`src/rtl/runway_lights.sv`:
```
// -----------------------------------------------------------------------------
// runway_lights
//
// Runway landing-light sequencer. A programmable prescaler divides the board
// clock into steps; on every step the light bar either advances the pattern
// of the currently displayed mode or, if the mode input has changed, switches
// to the new mode and loads its entry pattern. The mode input is only looked
// at on step boundaries, so short glitches on the switches between steps are
// never displayed.
//
// Parameters
//   N_LIGHTS     number of lights in the bar (3..32)
//   DIV_W        width of step_div and of the prescaler counter
//
// Ports
//   clk          system clock, all state on the rising edge
//   reset        asynchronous active-low reset (0 = reset asserted)
//   enable       1 = run; 0 = prescaler, pattern and mode frozen
//   mode         00 calm, 01 right-to-left, 10 left-to-right, 11 strobe
//   step_div     step period minus one, in clk cycles
//   lights       light bar, bit 0 = rightmost light
//   tick         one-cycle pulse in the cycle the pattern updates
//   active_mode  mode currently being displayed
// -----------------------------------------------------------------------------
module runway_lights #(
    parameter int N_LIGHTS = 8,
    parameter int DIV_W    = 26
) (
    input  logic                clk,
    input  logic                reset,
    input  logic                enable,
    input  logic [1:0]          mode,
    input  logic [DIV_W-1:0]    step_div,
    output logic [N_LIGHTS-1:0] lights,
    output logic                tick,
    output logic [1:0]          active_mode
);

    localparam logic [1:0] MODE_CALM = 2'b00;
    localparam logic [1:0] MODE_RTL  = 2'b01;
    localparam logic [1:0] MODE_LTR  = 2'b10;
    localparam logic [1:0] MODE_STRB = 2'b11;

    localparam logic [N_LIGHTS-1:0] ALL_ZERO = {N_LIGHTS{1'b0}};
    localparam logic [N_LIGHTS-1:0] ALL_ONE  = {N_LIGHTS{1'b1}};
    localparam logic [N_LIGHTS-1:0] LSB_ONE  = {{(N_LIGHTS-1){1'b0}}, 1'b1};
    localparam logic [N_LIGHTS-1:0] MSB_ONE  = {1'b1, {(N_LIGHTS-1){1'b0}}};

    localparam logic [DIV_W-1:0] CNT_ZERO = {DIV_W{1'b0}};
    localparam logic [DIV_W-1:0] CNT_ONE  = {{(DIV_W-1){1'b0}}, 1'b1};

    // Calm pattern A: every even-index light on.
    function automatic logic [N_LIGHTS-1:0] calm_pattern();
        logic [N_LIGHTS-1:0] p;
        p = ALL_ZERO;
        for (int i = 0; i < N_LIGHTS; i += 2) begin
            p[i] = 1'b1;
        end
        return p;
    endfunction

    localparam logic [N_LIGHTS-1:0] CALM_A = calm_pattern();
    localparam logic [N_LIGHTS-1:0] CALM_B = ~CALM_A;

    // Exactly one bit set: non-zero and clearing the lowest set bit leaves zero.
    function automatic logic is_onehot(input logic [N_LIGHTS-1:0] p);
        logic [N_LIGHTS-1:0] m;
        m = p - LSB_ONE;
        return (p != ALL_ZERO) && ((p & m) == ALL_ZERO);
    endfunction

    // Pattern shown on the first step after entering a mode.
    function automatic logic [N_LIGHTS-1:0] entry_pattern(input logic [1:0] m);
        logic [N_LIGHTS-1:0] p;
        case (m)
            MODE_CALM: p = CALM_A;
            MODE_RTL:  p = LSB_ONE;
            MODE_LTR:  p = MSB_ONE;
            MODE_STRB: p = ALL_ONE;
            default:   p = CALM_A;
        endcase
        return p;
    endfunction

    // True when p is one of the patterns the given mode can display.
    function automatic logic is_legal(input logic [1:0] m, input logic [N_LIGHTS-1:0] p);
        logic ok;
        case (m)
            MODE_CALM: ok = (p == CALM_A) || (p == CALM_B);
            MODE_RTL:  ok = is_onehot(p);
            MODE_LTR:  ok = is_onehot(p);
            MODE_STRB: ok = (p == ALL_ONE) || (p == ALL_ZERO);
            default:   ok = 1'b0;
        endcase
        return ok;
    endfunction

    // One step of the mode's animation, assuming p is already legal.
    function automatic logic [N_LIGHTS-1:0] advance(input logic [1:0] m, input logic [N_LIGHTS-1:0] p);
        logic [N_LIGHTS-1:0] n;
        case (m)
            MODE_CALM: n = (p == CALM_A) ? CALM_B : CALM_A;
            MODE_RTL:  n = {p[N_LIGHTS-2:0], p[N_LIGHTS-1]};
            MODE_LTR:  n = {p[0], p[N_LIGHTS-1:1]};
            MODE_STRB: n = (p == ALL_ONE) ? ALL_ZERO : ALL_ONE;
            default:   n = CALM_A;
        endcase
        return n;
    endfunction

    logic [DIV_W-1:0]    cnt_q,    cnt_d;
    logic                tick_q,   tick_d;
    logic [N_LIGHTS-1:0] lights_q, lights_d;
    logic [1:0]          mode_q,   mode_d;
    logic                step_s;

    // State register: prescaler, tick pulse, displayed pattern and mode.
    always_ff @(posedge clk or negedge reset) begin
        if (!reset) begin
            cnt_q    <= CNT_ZERO;
            tick_q   <= 1'b0;
            lights_q <= CALM_A;
            mode_q   <= MODE_CALM;
        end else begin
            cnt_q    <= cnt_d;
            tick_q   <= tick_d;
            lights_q <= lights_d;
            mode_q   <= mode_d;
        end
    end

    // Prescaler: the >= compare lets a lowered step_div fire at once instead
    // of waiting for the counter to wrap.
    always_comb begin
        cnt_d  = cnt_q;
        tick_d = 1'b0;
        step_s = 1'b0;
        if (enable) begin
            if (cnt_q >= step_div) begin
                cnt_d  = CNT_ZERO;
                tick_d = 1'b1;
                step_s = 1'b1;
            end else begin
                cnt_d  = cnt_q + CNT_ONE;
            end
        end else begin
            cnt_d  = cnt_q;
        end
    end

    // Next pattern: mode is sampled only on a step; a changed mode (including
    // a direct reversal) restarts at its entry pattern, and an illegal pattern
    // is repaired by reloading the entry pattern.
    always_comb begin
        lights_d = lights_q;
        mode_d   = mode_q;
        if (step_s) begin
            if (mode != mode_q) begin
                mode_d   = mode;
                lights_d = entry_pattern(mode);
            end else if (!is_legal(mode_q, lights_q)) begin
                lights_d = entry_pattern(mode_q);
            end else begin
                lights_d = advance(mode_q, lights_q);
            end
        end else begin
            lights_d = lights_q;
            mode_d   = mode_q;
        end
    end

    // Outputs come straight from flops.
    assign lights      = lights_q;
    assign tick        = tick_q;
    assign active_mode = mode_q;

endmodule

```
`config.mk`:
```
export PLATFORM = sky130hd
export DESIGN_NAME = runway_lights
export DESIGN_NICKNAME = d
export VERILOG_FILES = /design/src/rtl/runway_lights.sv
export SDC_FILE = /design/constraint.sdc
export NUM_CORES = 1
export LEC_CHECK = 0
export CORE_ASPECT_RATIO = 0.7
export CORE_MARGIN = 2
export CORE_UTILIZATION = 45
export CTS_CLUSTER_SIZE = 20
export DETAILED_ROUTE_END_ITERATION = 10
export PLACE_DENSITY = 0.66
export SLEW_MARGIN = 5
export SYNTH_ARGS = -nofsm -noshare
export SYNTH_HDL_FRONTEND = slang
export SYNTH_SLANG_ARGS = --single-unit
```
`constraint.sdc`:
```
create_clock -name clk -period 2.5 [get_ports clk]
set_input_delay 0.25 -clock clk [delete_from_list [all_inputs] [get_ports clk]]
set_output_delay 0.25 -clock clk [all_outputs]
set_load 0.01 [all_outputs]
```
== Word level (Yosys, flattened, before mapping) ==
Cells that the tools add are included.

* Add/subtract/negate cells: 2
* Magnitude comparators: 1
* Equality and inequality tests: 10
* Muxes and demuxes: 13
* Bitwise logic cells: 1
* Reductions and logical operators: 10

{| class="wikitable"
|+ Operators by type and width
! kind !! number
|-
| 8-bit case mux with 4 select lines || 3
|-
| 8-bit 2-to-1 mux || 4
|-
| 26-bit by 1-bit adder with 26-bit output (second input constant) || 1
|-
| 26-bit greater-or-equal comparator || 1
|-
| 26-bit 2-to-1 mux || 1
|-
| 8-bit == test (second input constant) || 2
|-
| 8-bit logical NOT || 2
|-
| 8-bit AND || 1
|-
| 2-bit == test (second input constant) || 4
|-
| 8-bit by 7-bit == test with 1-bit output (second input constant) || 1
|-
| 8-bit nonzero test || 1
|-
| 8-bit by 1-bit subtractor with 8-bit output (second input constant) || 1
|-
| 2-bit by 1-bit == test with 1-bit output (second input constant) || 2
|-
| 2-bit logical NOT || 2
|-
| 1-bit 2-to-1 mux || 4
|-
| 1-bit case mux with 3 select lines || 1
|-
| 1-bit logical OR || 2
|-
| 2-bit != test || 1
|-
| 2-bit AND reduction || 1
|-
| 2-bit OR reduction || 1
|-
| 1-bit logical AND || 1
|}

* Register bits after elaboration: 37
* Input port bits: 31
* Output and inout bits: 11

== Logic depth before layout (Yosys ltp) ==
Gate-level depths: netlist (run 1).

* Depth in word-level cells: 9
* Mapped depth: 11

== Worst setup path before layout (run 1) ==
Ideal clock, no wire load.

* Path kind: reg2reg
* Start point: reg cnt_q[21]
* End point: reg cnt_q[14]
* Data arrival time: 2.120 ns
* Slack: 0.308 ns
* Cell stages (with the launch flop): 11
* Path buffers: 2
* Cell sequence: dfrtp_1 > ha_1 > a21oi_1 > o21ai_0 > a221oi_2 > nor2b_1 > nor3_1 > inv_1 > buf_2 > buf_1 > nor2_1

* Longest elaborated chain between the ends: 2

{| class="wikitable"
|+ Ends and longest elaborated chain
! item !! RTL line !! source
|-
| from (decl) || 111 || <nowiki>logic [DIV_W-1:0] cnt_q, cnt_d;</nowiki>
|-
| from (signal assigned) || 125 || <nowiki>cnt_q <= cnt_d;</nowiki>
|-
| 26-bit greater-or-equal comparator || 139 || <nowiki>if (cnt_q >= step_div) begin</nowiki>
|-
| 26-bit 2-to-1 mux || 139 ||
|}

No other way between the ends.
A chain may end at the register's enable or synchronous reset.

== Worst setup path in the final report (run 1) ==
* Start point: reg cnt_q[15]
* End point: reg lights_q[4] (netlist: lights[4])

* Longest elaborated chain between the ends: 3

{| class="wikitable"
|+ Ends and longest elaborated chain
! item !! RTL line !! source
|-
| 26-bit greater-or-equal comparator || 139 ||
|-
| 1-bit 2-to-1 mux || 139 ||
|-
| 1-bit 2-to-1 mux || 138 || <nowiki>if (enable) begin</nowiki>
|-
| to (signal assigned) || 127 || <nowiki>lights_q <= lights_d;</nowiki>
|-
| to (decl) || 113 || <nowiki>logic [N_LIGHTS-1:0] lights_q, lights_d;</nowiki>
|}

No other way between the ends.

==> report_table.html, run 1 <==
<table>
<tr><th>Metric</th><th>Value</th></tr>
<tr><th colspan="2">Finish</th></tr>
<tr><td>Area of all placed cells without fillers</td><td>0.00360 mm2</td></tr>
<tr><td>Number of antenna repair diodes</td><td>0</td></tr>
<tr><td>Final net count</td><td>456</td></tr>
<tr><td>Share of post-route cells with drive strength above 1</td><td>10.5%</td></tr>
<tr><td>Final core area utilization</td><td>57.6%</td></tr>
<tr><td>Growth of design area from synthesis to finish</td><td>24.0%</td></tr>
<tr><th colspan="2">Clock tree</th></tr>
<tr><td>H-tree lvl count</td><td>2</td></tr>
<tr><td>Root buffer cell</td><td>clkbuf_8</td></tr>
<tr><td>CTS sink cnt</td><td>37</td></tr>
<tr><td>Clock latency on the worst-skew pair</td><td>0.30 ns</td></tr>
<tr><td>Clock transition at path regs</td><td>0.08 ns</td></tr>
<tr><td>CTS tree</td><td>yes</td></tr>
<tr><td>Total CTS buffers</td><td>5</td></tr>
<tr><td>Post-CTS setup buffer count</td><td>0</td></tr>
<tr><td>Clock buffer depth</td><td>2</td></tr>
<tr><th colspan="2">Synth</th></tr>
<tr><td>Net count after synthesis</td><td>405</td></tr>
<tr><td>Gate Count Post-Synth</td><td>339</td></tr>
<tr><td>Post-Synth XOR/XNOR Area</td><td>6.94%</td></tr>
<tr><td>Number of warnings reported in the yosys synthesis log</td><td>0</td></tr>
<tr><td>Netlist area before placement</td><td>0.00290 mm2</td></tr>
<tr><td>Compound-gate portion of the synthesized area</td><td>17.8%</td></tr>
<tr><td>Adder-cell share of the synthesized area</td><td>15.4%</td></tr>
<tr><td>Fraction of registers with async set/reset</td><td>100%</td></tr>
<tr><td>Most used flip-flop cell after synthesis</td><td>dfrtp_1</td></tr>
<tr><td>EDFF count, synth</td><td>0</td></tr>
<tr><td>Average cell area after synthesis</td><td>8.56 um2</td></tr>
<tr><td>Part of the Yosys area used for sequential elements</td><td>32.1%</td></tr>
<tr><td>#FFs+latches synth</td><td>37</td></tr>
<tr><td>Area fraction of the dominant cell type after synthesis</td><td>28.4%</td></tr>
<tr><td>Fraction of the mapped netlist area in simple logic gates</td><td>21.1%</td></tr>
<tr><td>Post-synthesis cell type count</td><td>56</td></tr>
<tr><td>Main combinational cell family by area after synthesis</td><td>simple AND/OR/NAND/NOR gates</td></tr>
<tr><td>Cell taking the most area after synthesis</td><td>dfrtp_1</td></tr>
<tr><td>Dominant cells by area after synthesis</td><td>dfrtp_1 28%, ha_1 15%, nor2_1 5.6%, xor2_1 4.8%, inv_1 4.3%</td></tr>
<tr><td>Portion of netlist area occupied by mux cells</td><td>0.862%</td></tr>
<tr><th colspan="2">Die</th></tr>
<tr><td>I/O pin total</td><td>42</td></tr>
<tr><td>Initial cell density of the core</td><td>46.5%</td></tr>
<tr><td>Die footprint</td><td>0.00712 mm2</td></tr>
<tr><td>DIE WIDTH</td><td>100 um</td></tr>
<tr><td>Chip Height</td><td>71.2 um</td></tr>
<tr><td>Rows</td><td>24</td></tr>
<tr><td>Placeable Area</td><td>0.00625 mm2</td></tr>
<tr><th colspan="2">Detailed routing</th></tr>
<tr><td>Total Routed Length</td><td>6.86 mm</td></tr>
<tr><td>Per-cell routed wire length</td><td>14.6 um</td></tr>
<tr><td>Vias after detailed routing</td><td>2569</td></tr>
<tr><td>DRC violation count after routing</td><td>0</td></tr>
<tr><td>Number of violations reported at the end of detailed-routing iteration 0</td><td>177</td></tr>
<tr><td>TritonRoute pass-1 iters</td><td>5</td></tr>
<tr><td>Average vias per placed instance</td><td>5.48</td></tr>
<tr><td>Remaining antenna violation count after routing</td><td>0</td></tr>
<tr><th colspan="2">Placement</th></tr>
<tr><td>Pre-CTS worst setup slack</td><td>-0.172 ns</td></tr>
<tr><td>Count of buffers from port buffering</td><td>41</td></tr>
<tr><td>DP Wirelength</td><td>5.20 mm</td></tr>
<tr><td>DP Area</td><td>0.00345 mm2</td></tr>
<tr><td>Final weighted congestion in routability-driven placement</td><td>0.906</td></tr>
<tr><th colspan="2">GRT</th></tr>
<tr><td>Wire length of the first global-routing pass</td><td>11.3 mm</td></tr>
<tr><td>Vias in the first global route</td><td>2433</td></tr>
<tr><td>Initial antenna violation count</td><td>0</td></tr>
<tr><td>GR met2 Demand/Resource</td><td>28.3%</td></tr>
<tr><td>GRT met3 Usage</td><td>4.25%</td></tr>
<tr><td>Maximum number of pins on one net before global-route repair</td><td>38</td></tr>
<tr><td>Grt ovf</td><td>0</td></tr>
<tr><td>Met1 Usage GRT</td><td>30.7%</td></tr>
<tr><td>GRT Overall Usage</td><td>19.9%</td></tr>
<tr><td>GR peak layer</td><td>met1</td></tr>
<tr><th colspan="2">Power</th></tr>
<tr><td>Power per cell area</td><td>441 mW/mm2</td></tr>
<tr><td>Cell leakage power</td><td>1.74 nW</td></tr>
<tr><td>Peak supply drop</td><td>0.000248 V</td></tr>
<tr><td>Power consumption</td><td>1.59 mW</td></tr>
<tr><th colspan="2">Setup path</th></tr>
<tr><td>Number of buffer and inverter instances along the worst setup path</td><td>2</td></tr>
<tr><td>Kind of cell with the highest combined delay on the critical path</td><td>simple AND/OR/NAND/NOR gates</td></tr>
<tr><td>Launching instance or port of the critical path</td><td>cnt_q[15]$_DFFE_PN0P_</td></tr>
<tr><td>Worst flop-to-flop path endpoint</td><td>lights[4]$_DFFE_PN1P_</td></tr>
<tr><td>Critical Path RT</td><td>2.73 ns</td></tr>
<tr><td>Largest stage delay on the critical path</td><td>0.45 ns</td></tr>
<tr><td>Setup slack, reg-to-reg</td><td>0.17 ns</td></tr>
<tr><td>Crit path capture</td><td>lights[4]$_DFFE_PN1P_</td></tr>
<tr><td>Instance count on the critical path</td><td>9</td></tr>
<tr><td>Length in cells of the worst reg-to-reg path</td><td>9</td></tr>
<tr><td>Element type at the critical path start</td><td>flip-flop</td></tr>
<tr><td>Critical path peak fanout</td><td>8</td></tr>
<tr><td>List of cells traversed by the critical path</td><td>ha_1, nand4_1, or3_1, a211oi_1, nor3_2, inv_1, buf_4, o21ai_0, o2bb2ai_1</td></tr>
<tr><td>Worst Path Class, Setup</td><td>reg -&gt; reg</td></tr>
<tr><td>Type of destination of the critical path</td><td>flip-flop</td></tr>
<tr><td>FF-to-FF Start</td><td>cnt_q[15]$_DFFE_PN0P_</td></tr>
<tr><td>Arrival @ worst endpoint</td><td>2.56 ns</td></tr>
<tr><td>Worst path slowest cell</td><td>dfrtp_1</td></tr>
<tr><th colspan="2">Timing</th></tr>
<tr><td>Number of failing hold endpoints at the final stage</td><td>0</td></tr>
<tr><td>Final worst setup slack</td><td>0.170 ns</td></tr>
<tr><td>Fin crit share</td><td>93.2%</td></tr>
<tr><td>Slew at the pin with the worst max-slew slack</td><td>0.831 ns</td></tr>
<tr><td>F_max</td><td>429 MHz</td></tr>
<tr><td>Final critical-path required period</td><td>2.33 ns</td></tr>
<tr><td>Final count of negative-setup-slack endpoints</td><td>0</td></tr>
<tr><td>Max-slew violation count</td><td>0</td></tr>
<tr><td>Post-Route Skew</td><td>0.0116 ns</td></tr>
<tr><td>Worst relative slew slack</td><td>44.6%</td></tr>
<tr><td>Setup repair after global routing missed its margin</td><td>false</td></tr>
<tr><th colspan="2">Flow run</th></tr>
<tr><td>Max-cap check violation count</td><td>0</td></tr>
<tr><th colspan="2">Status</th></tr>
<tr><td>Run status</td><td>finished, final reports clean</td></tr>
<tr><th colspan="2">Min path</th></tr>
<tr><td>HP Class</td><td>in -&gt; async</td></tr>
</table>
## worst min path at each step
| stage | from | endpoint | slack (ns) | cells after the start |
|---|---|---|---|---|
| finish | reset | cnt_q[11]$_DFFE_PN0P_ | 0.05 | 1 |
| global placement | reset | cnt_q[8]$_DFFE_PN0P_ | 0.40 | 1 |
| detailed placement | reset | cnt_q[8]$_DFFE_PN0P_ | 0.41 | 1 |
| global route | reset | active_mode[0]$_DFFE_PN0P_ | 0.12 | 1 |
| CTS | reset | cnt_q[4]$_DFFE_PN0P_ | 0.09 | 1 |
| floorplan | reset | active_mode[0]$_DFFE_PN0P_ | -0.05 | 0 |
## timing repair
| action | 4_1_cts | 5_1_grt |
|---|---|---|
| hold buffers | 0 | 0 |
| resized for setup | 0 | 2 |
| endpoints found under the setup margin | 0 | 4 |
## worst reg2reg max path, stage by stage (launching register included)
cell,delay (ns)
dfrtp_1,0.45
ha_1,0.34
nand4_1,0.13
or3_1,0.41
a211oi_1,0.25
nor3_2,0.09
inv_1,0.10
buf_4,0.16
o21ai_0,0.16
o2bb2ai_1,0.18
## cell type report
type	count	area, um2
Sequential cell	37	931
Timing Repair Buffer	53	495
Fill cell	577	2650
Inverter	33	124
Clock inverter	3	68.8
Multi-Input combinational cell	260	1810
Tap cell	78	97.6
Clock buffer	5	68.8
## cells in the mapped netlist, types with 3 or more instances
cell       count
nor2_1        43
a31oi_1        4
nand2_1       31
nand3_1       14
and3_1         3
and4_1         4
a21oi_1       18
ha_1          35
inv_1         33
o21ai_0       14
a211oi_1       3
dfrtp_1       33
dfstp_2        4
buf_1          3
o22ai_1        3
o31ai_1        4
xor2_1        16
nor3_1         4
xnor2_1        7
o2bb2ai_1      4
nand4_1       10
a221o_1        4
## sequential cells by signal, indices dropped and copies added (netlist names)
signal / count
cnt_q: 26
lights: 8
active_mode: 2
tick: 1
## power breakdown
| part | switching [mW] | internal (mW) |
|---|---|---|
| clock | 0.236 | 0.402 |
| sequential | 0.0581 | 0.637 |
| combinational | 0.124 | 0.131 |
| total | 0.418 | 1.17 |
## cell usage in the layout (no fill, tap or decap), types with 3 or more instances in the layout
cell	count
nor2_1	43
clkdlybuf4s50_1	40
ha_1	35
inv_1	33
dfrtp_1	33
nand2_1	31
a21oi_1	18
xor2_1	16
o21ai_0	14
nand3_1	14
buf_4	12
nand4_1	10
xnor2_1	7
clkbuf_8	5
and4_1	4
o31ai_1	4
o2bb2ai_1	4
a221o_1	4
a31oi_1	4
dfstp_2	4
a211oi_1	3
o22ai_1	3
and3_1	3
nor3_1	3
## metrics by stage
stage	hold WS, ns	instances	TNS [ns]
3_3_place_gp	0.400	461	-0.120
2_1_floorplan	-0.0456	339	0
6_report	0.0543	469	0
5_1_grt	0.118	469	0
3_5_place_dp	0.413	461	-0.901
4_1_cts	0.0882	469	0
## logic make-up (layout without fill, tap and decap cells)
family                   after synthesis  after routing
buffers and inverters                 42             94
multiplexers                           2              2
flip-flops                            37             37
AO/OA/AOI/OAI                         72             72
adder cells (fa/ha/maj)               36             36
AND/OR/NAND/NOR                      127            127
XOR/XNOR                              23             23
## metal layers
layer	vias to the layer above	share of wire, %
li1	1305	-
met1	1181	52
met2	76	40
met3	7	6.7
met4	0	0.83
met5	-	0
Power figures use the tool's default switching activity.
==> run 2: changes to the inputs <==
--- a/config.mk
+++ b/config.mk
@@ -6,7 +6,6 @@
 export NUM_CORES = 1
 export LEC_CHECK = 0
 export CORE_ASPECT_RATIO = 0.7
-export CORE_MARGIN = 2
 export CORE_UTILIZATION = 45
 export CTS_CLUSTER_SIZE = 20
 export DETAILED_ROUTE_END_ITERATION = 10
==> report_table.html, run 2 (synthesized netlist as in run 1, its figures left out) <==
<table>
<tr><th>Metric</th><th>Value</th></tr>
<tr><th colspan="2">Status</th></tr>
<tr><td>Run status</td><td>finished with violations</td></tr>
<tr><td>Violations in the final reports</td><td>design-rule violations</td></tr>
<tr><th colspan="2">GRT</th></tr>
<tr><td>GRT Overall Usage</td><td>21.8%</td></tr>
<tr><td>Vias in the first global route</td><td>2453</td></tr>
<tr><td>Grt ovf</td><td>0</td></tr>
<tr><td>Maximum number of pins on one net before global-route repair</td><td>38</td></tr>
<tr><td>Wire length of the first global-routing pass</td><td>11.9 mm</td></tr>
<tr><td>Initial antenna violation count</td><td>0</td></tr>
<tr><th colspan="2">Placement</th></tr>
<tr><td>Placed Instances</td><td>460</td></tr>
<tr><td>DP Wirelength</td><td>5.24 mm</td></tr>
<tr><td>Final weighted congestion in routability-driven placement</td><td>0.850</td></tr>
<tr><td>Count of buffers from port buffering</td><td>41</td></tr>
<tr><td>Pre-CTS worst setup slack</td><td>-0.161 ns</td></tr>
<tr><th colspan="2">Clock tree</th></tr>
<tr><td>Total CTS buffers</td><td>5</td></tr>
<tr><td>CTS tree</td><td>yes</td></tr>
<tr><td>Post-CTS setup buffer count</td><td>0</td></tr>
<tr><td>Clock transition at path regs</td><td>0.08 ns</td></tr>
<tr><td>Root buffer cell</td><td>clkbuf_8</td></tr>
<tr><td>Hold buffer count at CTS</td><td>0</td></tr>
<tr><td>Post-cts resize count</td><td>0</td></tr>
<tr><td>Clock buffer depth</td><td>2</td></tr>
<tr><td>H-tree lvl count</td><td>2</td></tr>
<tr><td>CTS sink cnt</td><td>37</td></tr>
<tr><td>Clock latency on the worst-skew pair</td><td>0.29 ns</td></tr>
<tr><th colspan="2">Detailed routing</th></tr>
<tr><td>Total Routed Length</td><td>6.78 mm</td></tr>
<tr><td>Per-cell routed wire length</td><td>14.5 um</td></tr>
<tr><td>Remaining antenna violation count after routing</td><td>0</td></tr>
<tr><td>TritonRoute pass-1 iters</td><td>7</td></tr>
<tr><td>Average vias per placed instance</td><td>5.50</td></tr>
<tr><td>Vias after detailed routing</td><td>2574</td></tr>
<tr><td>DRC violation count after routing</td><td>4</td></tr>
<tr><td>Number of violations reported at the end of detailed-routing iteration 0</td><td>188</td></tr>
<tr><th colspan="2">Timing</th></tr>
<tr><td>Final-layout setup total negative slack</td><td>0 ns</td></tr>
<tr><td>Number of failing hold endpoints at the final stage</td><td>0</td></tr>
<tr><td>Post-Route Skew</td><td>0.00553 ns</td></tr>
<tr><td>Final worst setup slack</td><td>0.201 ns</td></tr>
<tr><td>Worst relative slew slack</td><td>44.1%</td></tr>
<tr><td>Final critical-path required period</td><td>2.30 ns</td></tr>
<tr><td>Setup repair after global routing missed its margin</td><td>false</td></tr>
<tr><td>Final count of negative-setup-slack endpoints</td><td>0</td></tr>
<tr><td>Max-slew violation count</td><td>0</td></tr>
<tr><td>Slew at the pin with the worst max-slew slack</td><td>0.838 ns</td></tr>
<tr><td>Fin crit share</td><td>92.0%</td></tr>
<tr><td>F_max</td><td>435 MHz</td></tr>
<tr><th colspan="2">Die</th></tr>
<tr><td>DIE WIDTH</td><td>98.0 um</td></tr>
<tr><td>Die footprint</td><td>0.00678 mm2</td></tr>
<tr><td>Rows</td><td>24</td></tr>
<tr><td>Chip Height</td><td>69.2 um</td></tr>
<tr><td>Placeable Area</td><td>0.00622 mm2</td></tr>
<tr><td>Initial cell density of the core</td><td>46.7%</td></tr>
<tr><td>I/O pin total</td><td>42</td></tr>
<tr><th colspan="2">Setup path</th></tr>
<tr><td>Arrival @ worst endpoint</td><td>2.51 ns</td></tr>
<tr><td>FF-to-FF Start</td><td>lights[4]$_DFFE_PN1P_</td></tr>
<tr><td>Largest stage delay on the critical path</td><td>0.64 ns</td></tr>
<tr><td>Critical Path RT</td><td>2.72 ns</td></tr>
<tr><td>Launching instance or port of the critical path</td><td>lights[4]$_DFFE_PN1P_</td></tr>
<tr><td>Type of destination of the critical path</td><td>flip-flop</td></tr>
<tr><td>Element type at the critical path start</td><td>flip-flop</td></tr>
<tr><td>Critical path peak fanout</td><td>9</td></tr>
<tr><td>Worst Path Class, Setup</td><td>reg -&gt; reg</td></tr>
<tr><td>Kind of cell with the highest combined delay on the critical path</td><td>compound AO/OA/AOI/OAI gates</td></tr>
<tr><td>Worst path slowest cell</td><td>dfstp_2</td></tr>
<tr><td>List of cells traversed by the critical path</td><td>and2b_2, o211a_1, o2111ai_1, a21o_1, mux2_4, a31oi_1</td></tr>
<tr><td>Number of buffer and inverter instances along the worst setup path</td><td>0</td></tr>
<tr><th colspan="2">Finish</th></tr>
<tr><td>Count of filler cells inserted in the layout</td><td>579</td></tr>
<tr><td>Final non-filler cell total</td><td>468</td></tr>
<tr><td>Most common cell after layout, fill and taps aside</td><td>nor2_1</td></tr>
<tr><td>Commonest cells after routing, fill and taps aside</td><td>43 x nor2_1, 40 x clkdlybuf4s50_1, 35 x ha_1</td></tr>
<tr><td>Growth of design area from synthesis to finish</td><td>22.0%</td></tr>
<tr><td>Final net count</td><td>455</td></tr>
<tr><td>Share of post-route cells with drive strength above 1</td><td>10.3%</td></tr>
<tr><td>Register ranked first by flip-flop count</td><td>cnt_q</td></tr>
<tr><td>Largest register FFs</td><td>26</td></tr>
<tr><td>Number of antenna repair diodes</td><td>0</td></tr>
<tr><th colspan="2">Power</th></tr>
<tr><td>Power per cell area</td><td>386 mW/mm2</td></tr>
<tr><td>Peak supply drop</td><td>0.000237 V</td></tr>
<tr><td>Cell leakage power</td><td>1.71 nW</td></tr>
<tr><th colspan="2">Flow run</th></tr>
<tr><td>Max-cap check violation count</td><td>0</td></tr>
<tr><th colspan="2">Min path</th></tr>
<tr><td>HP Class</td><td>in -&gt; async</td></tr>
</table>
-- run 2: cell types whose count changed in the layout (fill, tap and decap cells not counted), sizes merged --
cell      before  now
bufinv         2    0
clkinv         0    2
buf           13   12
clkinvlp       0    1
inv           34   33
-- run 2: cell type report --
type                            instances  area, um2  area share (%)
Multi-Input combinational cell        260       1810            51.2
Clock buffer                            5       68.8            1.94
Timing Repair Buffer                   52        488            13.8
Inverter                               33        124            3.50
Clock inverter                          3       17.5           0.495
Tap cell                               78       97.6            2.76
Sequential cell                        37        931            26.3
-- run 2: worst register-to-register path, delay by kind of cell, from the launching register on --
kind	cells	cell delay (ns)
AO/OA/AOI/OAI	4	1.05
AND/OR/NAND/NOR	1	0.24
flip-flops	1	0.64
multiplexers	1	0.30
-- run 2: path summary, 6_finish.rpt --
path	end	slack (ns)	cells past startpoint
setup / recovery	lights[0]$_DFFE_PN1P_	0.20	6
hold / removal	cnt_q[8]$_DFFE_PN0P_	0.06	1
setup reg to reg	lights[0]$_DFFE_PN1P_	0.20	6
hold reg to reg	cnt_q[25]$_DFFE_PN0P_	0.55	2
max in group asynchronous	cnt_q[3]$_DFFE_PN0P_	1.91	1
min in group clk	cnt_q[25]$_DFFE_PN0P_	0.55	2
-- run 2: power breakdown --
part	total, mW	internal [mW]	switching, mW
Clock	0.414	0.192	0.221
Combinational	0.257	0.131	0.126
Sequential	0.696	0.637	0.0591
-- run 2: through the flow --
| step | total power, mW | hold WS, ns | instance area (um2) | util, % |
|---|---|---|---|---|
| 2_1_floorplan | 0.842 | -0.0456 | 2900 | - |
| 3_3_place_gp | 0.950 | 0.402 | 3440 | 55.4 |
| 3_5_place_dp | 0.961 | 0.406 | 3440 | 55.4 |
| 4_1_cts | 1.38 | 0.0965 | 3530 | 56.8 |
| 5_1_grt | 1.46 | 0.133 | 3540 | 57.0 |
| 6_report | 1.37 | 0.0578 | 3540 | 57.0 |
-- run 2: layer usage --
layer  GRT usage [%]  vias up  share of wire (%)  wire length, um
li1                -     1297                  -                -
met1            34.1     1199                 54             3640
met2            31.1       73                 40             2720
met3            4.33        5                5.7              384
met4            3.54        0               0.50               34
met5               0        -                  0                0
